File: src/rtl/disaggregator.sv
// Width-down converter: pops one FETCH_WIDTH-lane word from a wide FIFO and
// streams its lanes, lane 0 first, into a DATA_WIDTH-wide FIFO.
module disaggregator #(
    parameter int unsigned DATA_WIDTH  = 16,
    parameter int unsigned FETCH_WIDTH = 4
) (
    input  logic                              clk,
    input  logic                              rst_n,
    input  logic [FETCH_WIDTH*DATA_WIDTH-1:0] sender_data,
    input  logic                              sender_empty_n,
    output logic                              sender_deq,
    output logic [DATA_WIDTH-1:0]             receiver_data,
    input  logic                              receiver_full_n,
    output logic                              receiver_enq
);

    localparam int unsigned WIDE_W = FETCH_WIDTH * DATA_WIDTH;
    localparam int unsigned IDX_W  = (FETCH_WIDTH > 1) ? $clog2(FETCH_WIDTH) : 1;
    localparam logic [IDX_W-1:0] IDX_LAST = IDX_W'(FETCH_WIDTH - 1);

    localparam logic [0:0] ST_EMPTY = 1'b0;
    localparam logic [0:0] ST_DRAIN = 1'b1;

    logic [0:0]       state_q, state_d;
    logic [WIDE_W-1:0] hold_q, hold_d;
    logic [IDX_W-1:0] idx_q, idx_d;
    logic             valid;
    logic             last;

    assign valid = (state_q == ST_DRAIN);
    assign last  = valid & (idx_q == IDX_LAST) & receiver_full_n;

    // Handshakes are forced low while rst_n is asserted; the next word is
    // pulled on the same edge that emits the final lane of the current one.
    assign receiver_enq = rst_n & valid & receiver_full_n;
    assign sender_deq   = rst_n & sender_empty_n & (~valid | last);

    // Lane select driven from registers only.
    always_comb begin
        receiver_data = '0;
        for (int unsigned l = 0; l < FETCH_WIDTH; l++) begin
            if (idx_q == IDX_W'(l)) begin
                receiver_data = hold_q[l*DATA_WIDTH +: DATA_WIDTH];
            end
        end
    end

    always_ff @(posedge clk) begin
        if (!rst_n) begin
            state_q <= ST_EMPTY;
            hold_q  <= '0;
            idx_q   <= '0;
        end else begin
            state_q <= state_d;
            hold_q  <= hold_d;
            idx_q   <= idx_d;
        end
    end

    always_comb begin
        state_d = state_q;
        hold_d  = hold_q;
        idx_d   = idx_q;
        case (state_q)
            ST_EMPTY: begin
                if (sender_deq) begin
                    hold_d  = sender_data;
                    idx_d   = '0;
                    state_d = ST_DRAIN;
                end
            end
            ST_DRAIN: begin
                if (receiver_enq) begin
                    if (last) begin
                        idx_d = '0;
                        if (sender_deq) begin
                            hold_d = sender_data;
                        end else begin
                            state_d = ST_EMPTY;
                        end
                    end else begin
                        idx_d = idx_q + IDX_W'(1);
                    end
                end
            end
            default: begin
                state_d = ST_EMPTY;
                idx_d   = '0;
            end
        endcase
    end

endmodule

File: config.mk
export PLATFORM = sky130hd
export DESIGN_NAME = disaggregator
export DESIGN_NICKNAME = d
export VERILOG_FILES = /design/src/rtl/disaggregator.sv
export SDC_FILE = /design/constraint.sdc
export NUM_CORES = 1
export LEC_CHECK = 0
export BUFFER_PORTS_ARGS = -buffer_cell sky130_fd_sc_hd__buf_4
export CORE_ASPECT_RATIO = 1.75
export CORE_MARGIN = 5
export CORE_UTILIZATION = 49
export CTS_BUF_LIST = sky130_fd_sc_hd__clkbuf_8
export DETAILED_ROUTE_END_ITERATION = 10
export PLACE_DENSITY = 0.89
export SLEW_MARGIN = 10
export SYNTH_ARGS = -nofsm -noshare
export SYNTH_HDL_FRONTEND = slang
export SYNTH_SLANG_ARGS = --single-unit
File: constraint.sdc
create_clock -name clk -period 1.7 [get_ports clk]
set_input_delay 0.425 -clock clk [delete_from_list [all_inputs] [get_ports clk]]
set_output_delay 0.425 -clock clk [all_outputs]
set_load 0.05 [all_outputs]
==> impl_summary.log, run 1 <==
[metrics] outcome: finished, violations left
[metrics] failing checks: negative setup slack
[metrics] final setup violation count: 17
[metrics] Critical Path Sink Type: primary output
[metrics] fin. max-slew vios: 0
[metrics] routed wire length: 10.7 mm
[metrics] Final Critical Period: 2.24 ns
[metrics] Async SR Flop Fraction: 0%
[metrics] diode count: 0
[metrics] share of final-layout standard cells stronger than drive strength 1: 43.5%
[metrics] I/O pin count: 86
[metrics] netlist area before placement: 3270 µm²
[metrics] Port Buf Inserts: 85
[metrics] number of vias after detailed routing: 3365
[metrics] CTS tree: done
[metrics] multi-input combinational cell area: 1780 µm²
[metrics] largest delay contributor family on the critical path: compound AO/OA/AOI/OAI gates
[metrics] series of cell instances along the critical path: inv_4, ha_4, buf_6, a21oi_2, o21ai_1, a22o_2, buf_8
[metrics] Ys Warns: 0
[metrics] row count: 39
[metrics] most area-hungry cell type in the Yosys netlist: sky130_fd_sc_hd__dfxtp_1
[metrics] CP max-delay cell: sky130_fd_sc_hd__dfxtp_4
[metrics] post-detail-place hpwl: 6.69 mm
[metrics] CP Launch Type: register
[metrics] relative area change from synthesis to final layout: 38.6%
[metrics] number of max-cap violations: 0
[metrics] count of flip-flops with a built-in enable after synthesis: 0
[metrics] Yosys top cell area share: 41.0%
[metrics] pre-CTS setup slack: -0.284 ns
[metrics] DIE AREA: 8480 µm²
[metrics] core footprint: 6540 µm²
[metrics] register area: 1350 µm²
[metrics] number of detailed-routing iterations run before antenna repair: 5
[metrics] most numerous cell types in the synthesized netlist: sky130_fd_sc_hd__nand2_1, sky130_fd_sc_hd__dfxtp_1, sky130_fd_sc_hd__nand3_1
[metrics] measured slew at the worst slew-check pin: 0.383 ns
[metrics] vias in the first global route: 3336
[metrics] wire length of the first global-routing pass: 16.4 mm
[metrics] maximum resistive drop on vdd: 492 µV
[metrics] total routing usage reported by global routing: 24.7%
[metrics] CTS hold repair buffers: 0
[metrics] pin count of the biggest net entering global routing: 65
[metrics] fillcell total: 473
[metrics] Fin Clk Skew: 0.0110 ns
[metrics] Worst Reg-to-Reg Cells: 7
[metrics] end of the critical path: receiver_data[11]
[metrics] classification of the worst-slack hold path: primary input to register
[metrics] library cells used by synthesis: 22
[metrics] required time of the critical path: 1.27 ns
[metrics] top cells by area in the synthesized netlist: sky130_fd_sc_hd__dfxtp_1, sky130_fd_sc_hd__o21ai_2, sky130_fd_sc_hd__nand3_1
[metrics] CTS Root Cell: sky130_fd_sc_hd__clkbuf_8
[metrics] final setup slack of the worst path: -0.543 ns
[metrics] data arrival time of the critical path: 1.82 ns
[metrics] sequential-to-total area share from yosys stat: 41.0%
[metrics] average wire per standard cell: 18.4 µm
[metrics] Setup CP Type: register to primary output
[metrics] clock transition time at the flip-flop clock pins of the worst setup and hold paths: 0.08 ns
[metrics] number of failing hold endpoints at the final stage: 0
[metrics] post-detailed-route DRC marker count: 0
[metrics] Final Util: 69.3%
[metrics] f_max: 446 MHz
[metrics] average footprint of a synthesized cell: 7.88 µm²
[metrics] GP Congestion: 0.858
[metrics] number of nets still failing antenna checks after routing: 0
[metrics] capture instance of the worst register-to-register path: hold_q[44]$_SDFFE_PN0P_
[metrics] share of the clock period used by the worst path: 132%
[metrics] most frequent cell after synthesis: sky130_fd_sc_hd__nand2_1
[metrics] post-synthesis sequential element count: 67
[metrics] reg-to-reg slack, setup: 0.03 ns
[metrics] instance count after placement with tap cells included: 554
[metrics] horizontal die dimension: 71.8 µm
[metrics] LEAKAGE: 0.00183 µW
[metrics] Gate Count Post-Synth: 415
[metrics] syn nets: 487
[metrics] delay contributed by the slowest stage of the critical path: 0.39 ns
[metrics] number of non-filler instances in the completed layout: 581
[metrics] number of buffers on the longest clock path: 2
[metrics] average via count per standard cell: 5.79
[metrics] Power Dens Cells: 847 nW/µm²
[metrics] count of buffer and inverter cells on the critical path: 3
[metrics] number of gates on the worst path with buffers counted: 7
[metrics] tightest slew margin relative to the limit: 74.5%
[metrics] Post-layout nets: 566
[metrics] top_reg_cell synth: sky130_fd_sc_hd__dfxtp_1
[metrics] depth of the CTS H-tree: 3
[metrics] post-layout total power: 3840 µW
[metrics] FF-to-FF Start: idx_q[1]$_SDFFE_PN0P_
[metrics] remaining global-route overflow: 0
[metrics] TritonCTS Buffers: 9
[metrics] Num Clock Sinks: 67
[metrics] number of antenna violations at the first check in global routing: 0
[metrics] RSZ-0062 raised after global routing: yes
[metrics] crit-path max FO: 7
[metrics] Critical path origin: idx_q[1]$_SDFFE_PN0P_
[metrics] Starting Density: 50.0%
[metrics] vertical die dimension: 118 µm
[metrics] clock network latency to the later pin of the worst-skew pair: 0.35 ns
[metrics] violation count after the first detailed-routing iteration: 319
-- logic make-up (layout without fill, tap and decap cells) --
| group | after synthesis | after routing | share of synthesized area [%] |
|---|---|---|---|
| and+or+nand+nor | 151 | 151 | 20.3 |
| AOI/OAI and AO/OA | 132 | 132 | 28.0 |
| muxes | 1 | 1 | 0.306 |
| buffers and inverters | 60 | 144 | 8.87 |
| adders and majority gates | 4 | 4 | 1.53 |
| DFF | 67 | 67 | 41.0 |
-- power by group --
part | internal [µW] | switching (µW)
sequential | 1680 | 78.3
clock | 643 | 604
combinational | 371 | 468
total | 2690 | 1150
-- per-layer routing --
layer | GRT usage, % | share of wire (%) | vias to the layer above
li1 | - | - | 1584
met1 | 26.8 | 35 | 1579
met2 | 42.2 | 52 | 156
met3 | 5.64 | 6.6 | 46
met4 | 15.5 | 6.3 | 0
met5 | 0 | 0 | -
-- worst min path at each step --
stage / depth (start not counted) / from / end / slack (ns)
3_3_place_gp: 2 / hold_q[43]$_SDFFE_PN0P_ / hold_q[43]$_SDFFE_PN0P_ / 0.45
6_report: 3 / sender_data[7] / hold_q[7]$_SDFFE_PN0P_ / 0.30
3_5_place_dp: 2 / hold_q[52]$_SDFFE_PN0P_ / hold_q[52]$_SDFFE_PN0P_ / 0.45
4_1_cts: 3 / sender_data[55] / hold_q[55]$_SDFFE_PN0P_ / 0.29
2_1_floorplan: 2 / hold_q[36]$_SDFFE_PN0P_ / hold_q[36]$_SDFFE_PN0P_ / 0.44
5_1_grt: 3 / sender_data[63] / hold_q[63]$_SDFFE_PN0P_ / 0.30
-- placed cells by master (no fill, tap or decap), types with 2 or more instances in the layout --
master	count
sky130_fd_sc_hd__nand2_1	82
sky130_fd_sc_hd__buf_4	79
sky130_fd_sc_hd__nand3_1	65
sky130_fd_sc_hd__dfxtp_1	65
sky130_fd_sc_hd__o21ai_2	51
sky130_fd_sc_hd__o21ai_1	20
sky130_fd_sc_hd__a21oi_1	19
sky130_fd_sc_hd__inv_1	17
sky130_fd_sc_hd__a22o_2	16
sky130_fd_sc_hd__buf_6	13
sky130_fd_sc_hd__clkbuf_8	12
sky130_fd_sc_hd__a21oi_2	11
sky130_fd_sc_hd__buf_8	11
sky130_fd_sc_hd__o21ai_0	9
sky130_fd_sc_hd__buf_12	4
sky130_fd_sc_hd__a21boi_0	3
sky130_fd_sc_hd__ha_4	3
sky130_fd_sc_hd__clkinv_2	3
sky130_fd_sc_hd__inv_4	2
sky130_fd_sc_hd__a21oi_4	2
sky130_fd_sc_hd__dfxtp_4	2
-- repair_timing --
action,in CTS,in global routing
gates cloned,0,1
endpoints found under the hold margin,0,0
pin swaps,16,2
endpoints found under the setup margin,17,32
resized for setup,66,20
buffers inserted,10,0
-- worst register-to-register path, delay by kind of cell (launching register included) --
kind / cells / cell delay (ns)
and+or+nand+nor: 1 / 0.15
adders and majority gates: 1 / 0.17
AOI/OAI and AO/OA: 2 / 0.40
DFF: 1 / 0.37
buffers and inverters: 3 / 0.50
-- cell type report --
| class | count | area share (%) |
|---|---|---|
| Clock buffer | 12 | 3.64 |
| Clock inverter | 4 | 0.524 |
| Multi-Input combinational cell | 288 | 39.3 |
| Inverter | 19 | 1.68 |
| Tap cell | 82 | 2.26 |
| Sequential cell | 67 | 29.7 |
| Timing Repair Buffer | 109 | 22.9 |
-- flip-flops by register name, indices dropped and copies added, names as in the netlist --
signal   flops
hold_q      64
idx_q        2
state_q      1
-- metrics by stage --
stage / hold slack (ns) / instance area [µm²] / TNS (ns)
6_report: 0.299 / 4530 / -7.89
5_1_grt: 0.301 / 4530 / -8.94
4_1_cts: 0.292 / 4460 / -7.07
3_5_place_dp: 0.455 / 3970 / -3.99
3_3_place_gp: 0.447 / 3970 / -3.40
2_1_floorplan: 0.436 / 3350 / 0
No activity file was read; power rests on OpenSTA's default activity.
==> inputs of run 2 (changes only) <==
Settings changed: GPL_TIMING_DRIVEN set to 0.
==> impl_summary.log, run 2 (same netlist as run 1, synthesis figures left out) <==
[metrics] share of the clock period used by the worst path: 135%
[metrics] required time of the critical path: 1.27 ns
[metrics] I/O pin count: 86
[metrics] routed length on met1: 4.25 mm
[metrics] met3 layer wire length in the routed design: 1.13 mm
[metrics] Port Buf Inserts: 84
[metrics] Post-layout nets: 587
[metrics] number of nets still failing antenna checks after routing: 0
[metrics] number of detailed-routing iterations run before antenna repair: 7
[metrics] fin. max-slew vios: 0
[metrics] GP Congestion: 0.973
[metrics] CTS Root Cell: sky130_fd_sc_hd__clkbuf_8
[metrics] vertical die dimension: 118 µm
[metrics] commonest non-fill, non-tap cells in the layout: sky130_fd_sc_hd__nand2_1, sky130_fd_sc_hd__buf_4, sky130_fd_sc_hd__dfxtp_1, sky130_fd_sc_hd__o21ai_2, sky130_fd_sc_hd__nand3_1
[metrics] DIE AREA: 8480 µm²
[metrics] placed standard-cell area: 4080 µm²
[metrics] Num Clock Sinks: 67
[metrics] average wire per standard cell: 21.7 µm
[metrics] horizontal die dimension: 71.8 µm
[metrics] met2 wire length: 6.40 mm
[metrics] average via count per standard cell: 6.20
[metrics] number of buffers on the longest clock path: 2
[metrics] most common library cell in the layout ignoring fill and taps: sky130_fd_sc_hd__nand2_1
[metrics] Starting Density: 50.0%
[metrics] share of final-layout standard cells stronger than drive strength 1: 47.4%
[metrics] register name with the most flops: hold_q
[metrics] TritonCTS Buffers: 9
[metrics] wire length of the first global-routing pass: 19.3 mm
[metrics] final setup slack of the worst path: -0.587 ns
[metrics] CTS tree: done
[metrics] smallest hold slack: 0.284 ns
[metrics] Fin Clk Skew: 0.0113 ns
[metrics] RSZ-0062 raised after global routing: yes
[metrics] depth of the CTS H-tree: 3
[metrics] clock network latency to the later pin of the worst-skew pair: 0.36 ns
[metrics] clock transition time at the flip-flop clock pins of the worst setup and hold paths: 0.08 ns
[metrics] failing checks: negative setup slack
[metrics] CP Launch Type: register
[metrics] Final Critical Period: 2.29 ns
[metrics] number of flip-flops in the largest register: 64
[metrics] final setup violation count: 18
[metrics] f_max: 437 MHz
[metrics] core footprint: 6540 µm²
[metrics] outcome: finished, violations left
[metrics] tightest slew margin relative to the limit: 65.1%
[metrics] Power Dens Cells: 884 nW/µm²
[metrics] number of antenna violations at the first check in global routing: 0
[metrics] post-detailed-route DRC marker count: 0
[metrics] classification of the worst-slack hold path: primary input to register
[metrics] design area: 4920 µm²
[metrics] total routing usage reported by global routing: 29.9%
[metrics] violation count after the first detailed-routing iteration: 485
[metrics] measured slew at the worst slew-check pin: 0.523 ns
[metrics] row count: 39
[metrics] pin count of the biggest net entering global routing: 20
[metrics] number of vias after detailed routing: 3725
[metrics] relative area change from synthesis to final layout: 50.5%
[metrics] number of max-cap violations: 0
[metrics] remaining global-route overflow: 0
[metrics] largest registers: hold_q x64, idx_q x2, state_q x1
[metrics] vias in the first global route: 3780
[metrics] maximum resistive drop on vdd: 604 µV
[metrics] LEAKAGE: 0.00197 µW
[metrics] routed wire length: 13.1 mm
[metrics] CTS hold repair buffers: 0
[metrics] number of failing hold endpoints at the final stage: 0
[metrics] post-detail-place hpwl: 7.41 mm
[metrics] Critical Path Sink Type: primary output
[metrics] diode count: 0
[metrics] data arrival time of the critical path: 1.86 ns
[metrics] Post-Route Setup TNS: -9.31 ns
[metrics] crit-path max FO: 7
[metrics] highest layer used for signal routing: met4
[metrics] Setup CP Type: register to primary output
-- run 2: area by class of cell --
cell class | instances | area, µm²
Tap cell | 82 | 103
Clock inverter | 6 | 114
Buffer | 38 | 368
Fill cell | 394 | 1620
Sequential cell | 67 | 1350
Clock buffer | 9 | 124
Multi-Input combinational cell | 288 | 1940
Timing Repair Buffer | 92 | 851
Inverter | 19 | 76.3
-- run 2: metal layers --
metal,global-route usage (%),vias to the layer above
met1,29.7,1676
met2,50.3,306
met4,26.0,0
met5,0,-
met3,6.67,116
li1,-,1627
-- run 2: where the power goes --
part / switching [µW] / total [µW] / internal [µW]
clock: 672 / 1640 / 971
sequential: 101 / 1780 / 1680
combinational: 522 / 931 / 409
-- run 2: worst max-delay path, stage by stage, from the launching register on --
cell and delay [ns]:
sky130_fd_sc_hd__dfxtp_4 0.40, sky130_fd_sc_hd__inv_4 0.06, sky130_fd_sc_hd__ha_4 0.21, sky130_fd_sc_hd__clkbuf_16 0.18
sky130_fd_sc_hd__a21oi_4 0.17, sky130_fd_sc_hd__o21ai_2 0.07, sky130_fd_sc_hd__a22o_2 0.24, sky130_fd_sc_hd__buf_8 0.15
-- run 2: metrics by stage --
stage / setup WS, ns / std cells / utilization, % / total power [µW]
floorplan: 0.00257 / 415 / - / 2240
global placement: -0.300 / 581 / 62.4 / 2500
detailed placement: -0.326 / 581 / 62.4 / 2520
CTS: -0.478 / 600 / 73.5 / 4210
global route: -0.599 / 601 / 75.3 / 4450
finish: -0.587 / 601 / 75.3 / 4350
-- run 2: worst paths after layout --
| check | from | end | slack, ns | cells past startpoint |
|---|---|---|---|---|
| max reg2reg | idx_q[0]$_SDFFE_PN0P_ | hold_q[33]$_SDFFE_PN0P_ | 0 | 7 |
| min | sender_data[37] | hold_q[37]$_SDFFE_PN0P_ | 0.28 | 3 |
| max | idx_q[1]$_SDFFE_PN0P_ | receiver_data[6] | -0.59 | 7 |
| min reg2reg | hold_q[6]$_SDFFE_PN0P_ | hold_q[6]$_SDFFE_PN0P_ | 0.47 | 2 |
-- run 2: timing repair --
item,4_1_cts,5_1_grt
resized for setup,111,32
cloned,5,0
endpoints found under the setup margin,18,78
pin swaps,27,5
setup buffers,2,1
==> inputs of run 3 (changes only) <==
Settings changed: CELL_PAD_IN_SITES_DETAIL_PLACEMENT set to 1, CELL_PAD_IN_SITES_GLOBAL_PLACEMENT set to 2, CORE_UTILIZATION 49 to 28, PLACE_DENSITY 0.89 to 0.9.
==> impl_summary.log, run 3 (same netlist as run 1, synthesis figures left out) <==
[metrics] number of nets still failing antenna checks after routing: 0
[metrics] CTS tree: done
[metrics] relative area change from synthesis to final layout: 51.9%
[metrics] delay contributed by the slowest stage of the critical path: 0.39 ns
[metrics] internal power contribution: 2830 µW
[metrics] Port Buf Inserts: 84
[metrics] most common library cell in the layout ignoring fill and taps: sky130_fd_sc_hd__nand2_1
[metrics] crit-path max FO: 6
[metrics] number of vias after detailed routing: 3335
[metrics] fin. max-slew vios: 0
[metrics] switching power summed over all nets: 1190 µW
[metrics] commonest non-fill, non-tap cells in the layout: sky130_fd_sc_hd__nand2_1, sky130_fd_sc_hd__buf_4, sky130_fd_sc_hd__nand3_1, sky130_fd_sc_hd__dfxtp_1, sky130_fd_sc_hd__o21ai_2
[metrics] LEAKAGE: 0.00197 µW
[metrics] remaining global-route overflow: 0
[metrics] required time of the critical path: 1.27 ns
[metrics] instance count after placement with tap cells included: 634
[metrics] Setup CP Type: register to primary output
[metrics] TritonCTS Buffers: 9
[metrics] series of cell instances along the critical path: inv_4, ha_4, clkbuf_16, a21oi_4, o21ai_2, a22o_2, buf_6
[metrics] routed wire length: 12.0 mm
[metrics] failing checks: negative setup slack
[metrics] pin count of the biggest net entering global routing: 20
[metrics] outcome: finished, violations left
[metrics] number of detailed-routing iterations run before antenna repair: 4
[metrics] CP max-delay cell: sky130_fd_sc_hd__dfxtp_4
[metrics] number of flip-flops in the largest register: 64
[metrics] average wire per standard cell: 18.3 µm
[metrics] FF-to-FF Start: idx_q[1]$_SDFFE_PN0P_
[metrics] post-detailed-route DRC marker count: 0
[metrics] Worst Reg-to-Reg Cells: 8
[metrics] f_max: 447 MHz
[metrics] wire length of the first global-routing pass: 19.1 mm
[metrics] Global Route met1 Usage: 18.3%
[metrics] depth of the CTS H-tree: 3
[metrics] Fin Clk Skew: 0.00683 ns
[metrics] Critical Path Sink Type: primary output
[metrics] tightest slew margin relative to the limit: 68.8%
[metrics] smallest hold slack: 0.271 ns
[metrics] Starting Density: 28.4%
[metrics] clock transition time at the flip-flop clock pins of the worst setup and hold paths: 0.07 ns
[metrics] fraction of power consumed by the clock network: 33.4%
[metrics] vertical die dimension: 153 µm
[metrics] hold_sp: sender_data[46]
[metrics] row count: 52
[metrics] reg-to-reg slack, setup: -0.01 ns
[metrics] GP Congestion: 0.872
[metrics] hold endpoint: hold_q[46]$_SDFFE_PN0P_
[metrics] number of buffers on the longest clock path: 2
[metrics] CTS Root Cell: sky130_fd_sc_hd__clkbuf_8
[metrics] RSZ-0062 raised after global routing: yes
[metrics] post-detail-place hpwl: 8.98 mm
[metrics] Num Clock Sinks: 67
[metrics] I/O pin count: 86
[metrics] largest registers: hold_q x64, idx_q x2, state_q x1
[metrics] measured slew at the worst slew-check pin: 0.467 ns
[metrics] DIE AREA: 14000 µm²
[metrics] Power Dens Cells: 809 nW/µm²
[metrics] average via count per standard cell: 5.08
[metrics] register name with the most flops: hold_q
[metrics] share of final-layout standard cells stronger than drive strength 1: 47.1%
[metrics] layer with the highest usage: met2
[metrics] violation count after the first detailed-routing iteration: 148
[metrics] capture instance of the worst register-to-register path: hold_q[8]$_SDFFE_PN0P_
[metrics] share of the clock period used by the worst path: 132%
[metrics] Post-layout nets: 590
[metrics] classification of the worst-slack hold path: primary input to register
[metrics] proportion of total power due to net switching: 29.5%
[metrics] clock network latency to the later pin of the worst-skew pair: 0.37 ns
[metrics] maximum resistive drop on vdd: 329 µV
[metrics] proportion of power drawn by flip-flops and latches: 43.8%
[metrics] final setup slack of the worst path: -0.537 ns
[metrics] final setup violation count: 29
[metrics] met3 routing resource usage after global routing: 2.66%
[metrics] number of instances on the worst hold path: 3
[metrics] total routing usage reported by global routing: 17.5%
[metrics] CP Launch Type: register
[metrics] core footprint: 11500 µm²
[metrics] Final Critical Period: 2.24 ns
[metrics] number of max-cap violations: 0
[metrics] number of antenna violations at the first check in global routing: 0
[metrics] number of failing hold endpoints at the final stage: 0
[metrics] fillcell total: 1343
[metrics] data arrival time of the critical path: 1.81 ns
[metrics] diode count: 0
[metrics] horizontal die dimension: 91.7 µm
[metrics] Gate power share: 22.8%
[metrics] met2 usage in global routing: 32.8%
[metrics] vias in the first global route: 3729
[metrics] number of non-filler instances in the completed layout: 657
==> run 3: cell types whose count changed in the layout (fill, tap and decap cells not counted), moves of 3 or more <==
cell                      before  now
sky130_fd_sc_hd__a21oi_2       4   14
sky130_fd_sc_hd__a21oi_1      16    9
sky130_fd_sc_hd__nand3_1      58   65
sky130_fd_sc_hd__nand3_2       7    0
sky130_fd_sc_hd__buf_12        2    8
sky130_fd_sc_hd__buf_2         4    8
sky130_fd_sc_hd__buf_8        18   14
sky130_fd_sc_hd__a21oi_4      12    9
==> run 3: area by class of cell <==
cell class	count	area (µm²)	area share, %
buffer	37	367	7.38
clock buffer	11	151	3.05
clock inverter	4	42.5	0.856
inverter	19	76.3	1.54
multi-input combinational	288	1920	38.7
sequential	67	1350	27.1
tap	135	169	3.40
timing repair buffer	96	892	18.0
==> run 3: power by group through the flow <==
stage / clock network (µW) / logic, µW / registers (µW)
after floorplan: 0 / 483 / 1750
after global placement: 0 / 745 / 1780
after detailed placement: 0 / 764 / 1790
after CTS: 1350 / 859 / 1760
after global routing: 1430 / 978 / 1770
final: 1340 / 914 / 1760
==> run 3: worst max-delay path by stage <==
stage | from | endpoint | slack, ns
final | idx_q[1]$_SDFFE_PN0P_ | receiver_data[1] | -0.54
after CTS | idx_q[0]$_SDFFE_PN0P_ | receiver_data[2] | -0.50
after floorplan | idx_q[1]$_SDFFE_PN0P_ | receiver_data[10] | 0.003
after global placement | idx_q[0]$_SDFFE_PN0P_ | receiver_data[4] | -0.30
after global routing | idx_q[1]$_SDFFE_PN0P_ | receiver_data[11] | -0.56
after detailed placement | idx_q[0]$_SDFFE_PN0P_ | receiver_data[4] | -0.33
==> run 3: critical path, delay by kind of cell (launching register included) <==
family                     cells  cell delay, ns
AOI/OAI and AO/OA              3            0.48
buffers and inverters          3            0.37
adders and majority gates      1            0.19
DFF                            1            0.39
==> run 3: through the flow <==
stage                     worst slack, ns  setup TNS [ns]  total power [µW]  utilization, %  instance area (µm²)
after floorplan                   0.00257               0              2240               -                 3350
after detailed placement           -0.331           -4.55              2550            36.0                 4150
after CTS                          -0.501           -7.98              3960            41.2                 4750
after global placement             -0.305           -3.98              2530            36.0                 4150
after global routing               -0.565           -9.81              4180            43.2                 4970
final                              -0.537           -8.24              4020            43.2                 4970
==> run 3: timing repair <==
item                                    in CTS  in global routing
gates resized for setup                    105                 32
buffers inserted                             2                  6
cloned                                       3                  1
pin swaps                                   12                 24
endpoints found under the hold margin        0                  0
hold buffers                                 0                  0
endpoints found under the setup margin      19                 23
==> run 3: metal layers <==
metal / wire length, µm / vias up / share of wire [%]
li1: - / 1632 / -
met1: 4510 / 1611 / 38
met2: 6810 / 69 / 57
met3: 346 / 23 / 2.9
met4: 345 / 0 / 2.9
met5: 0 / - / 0
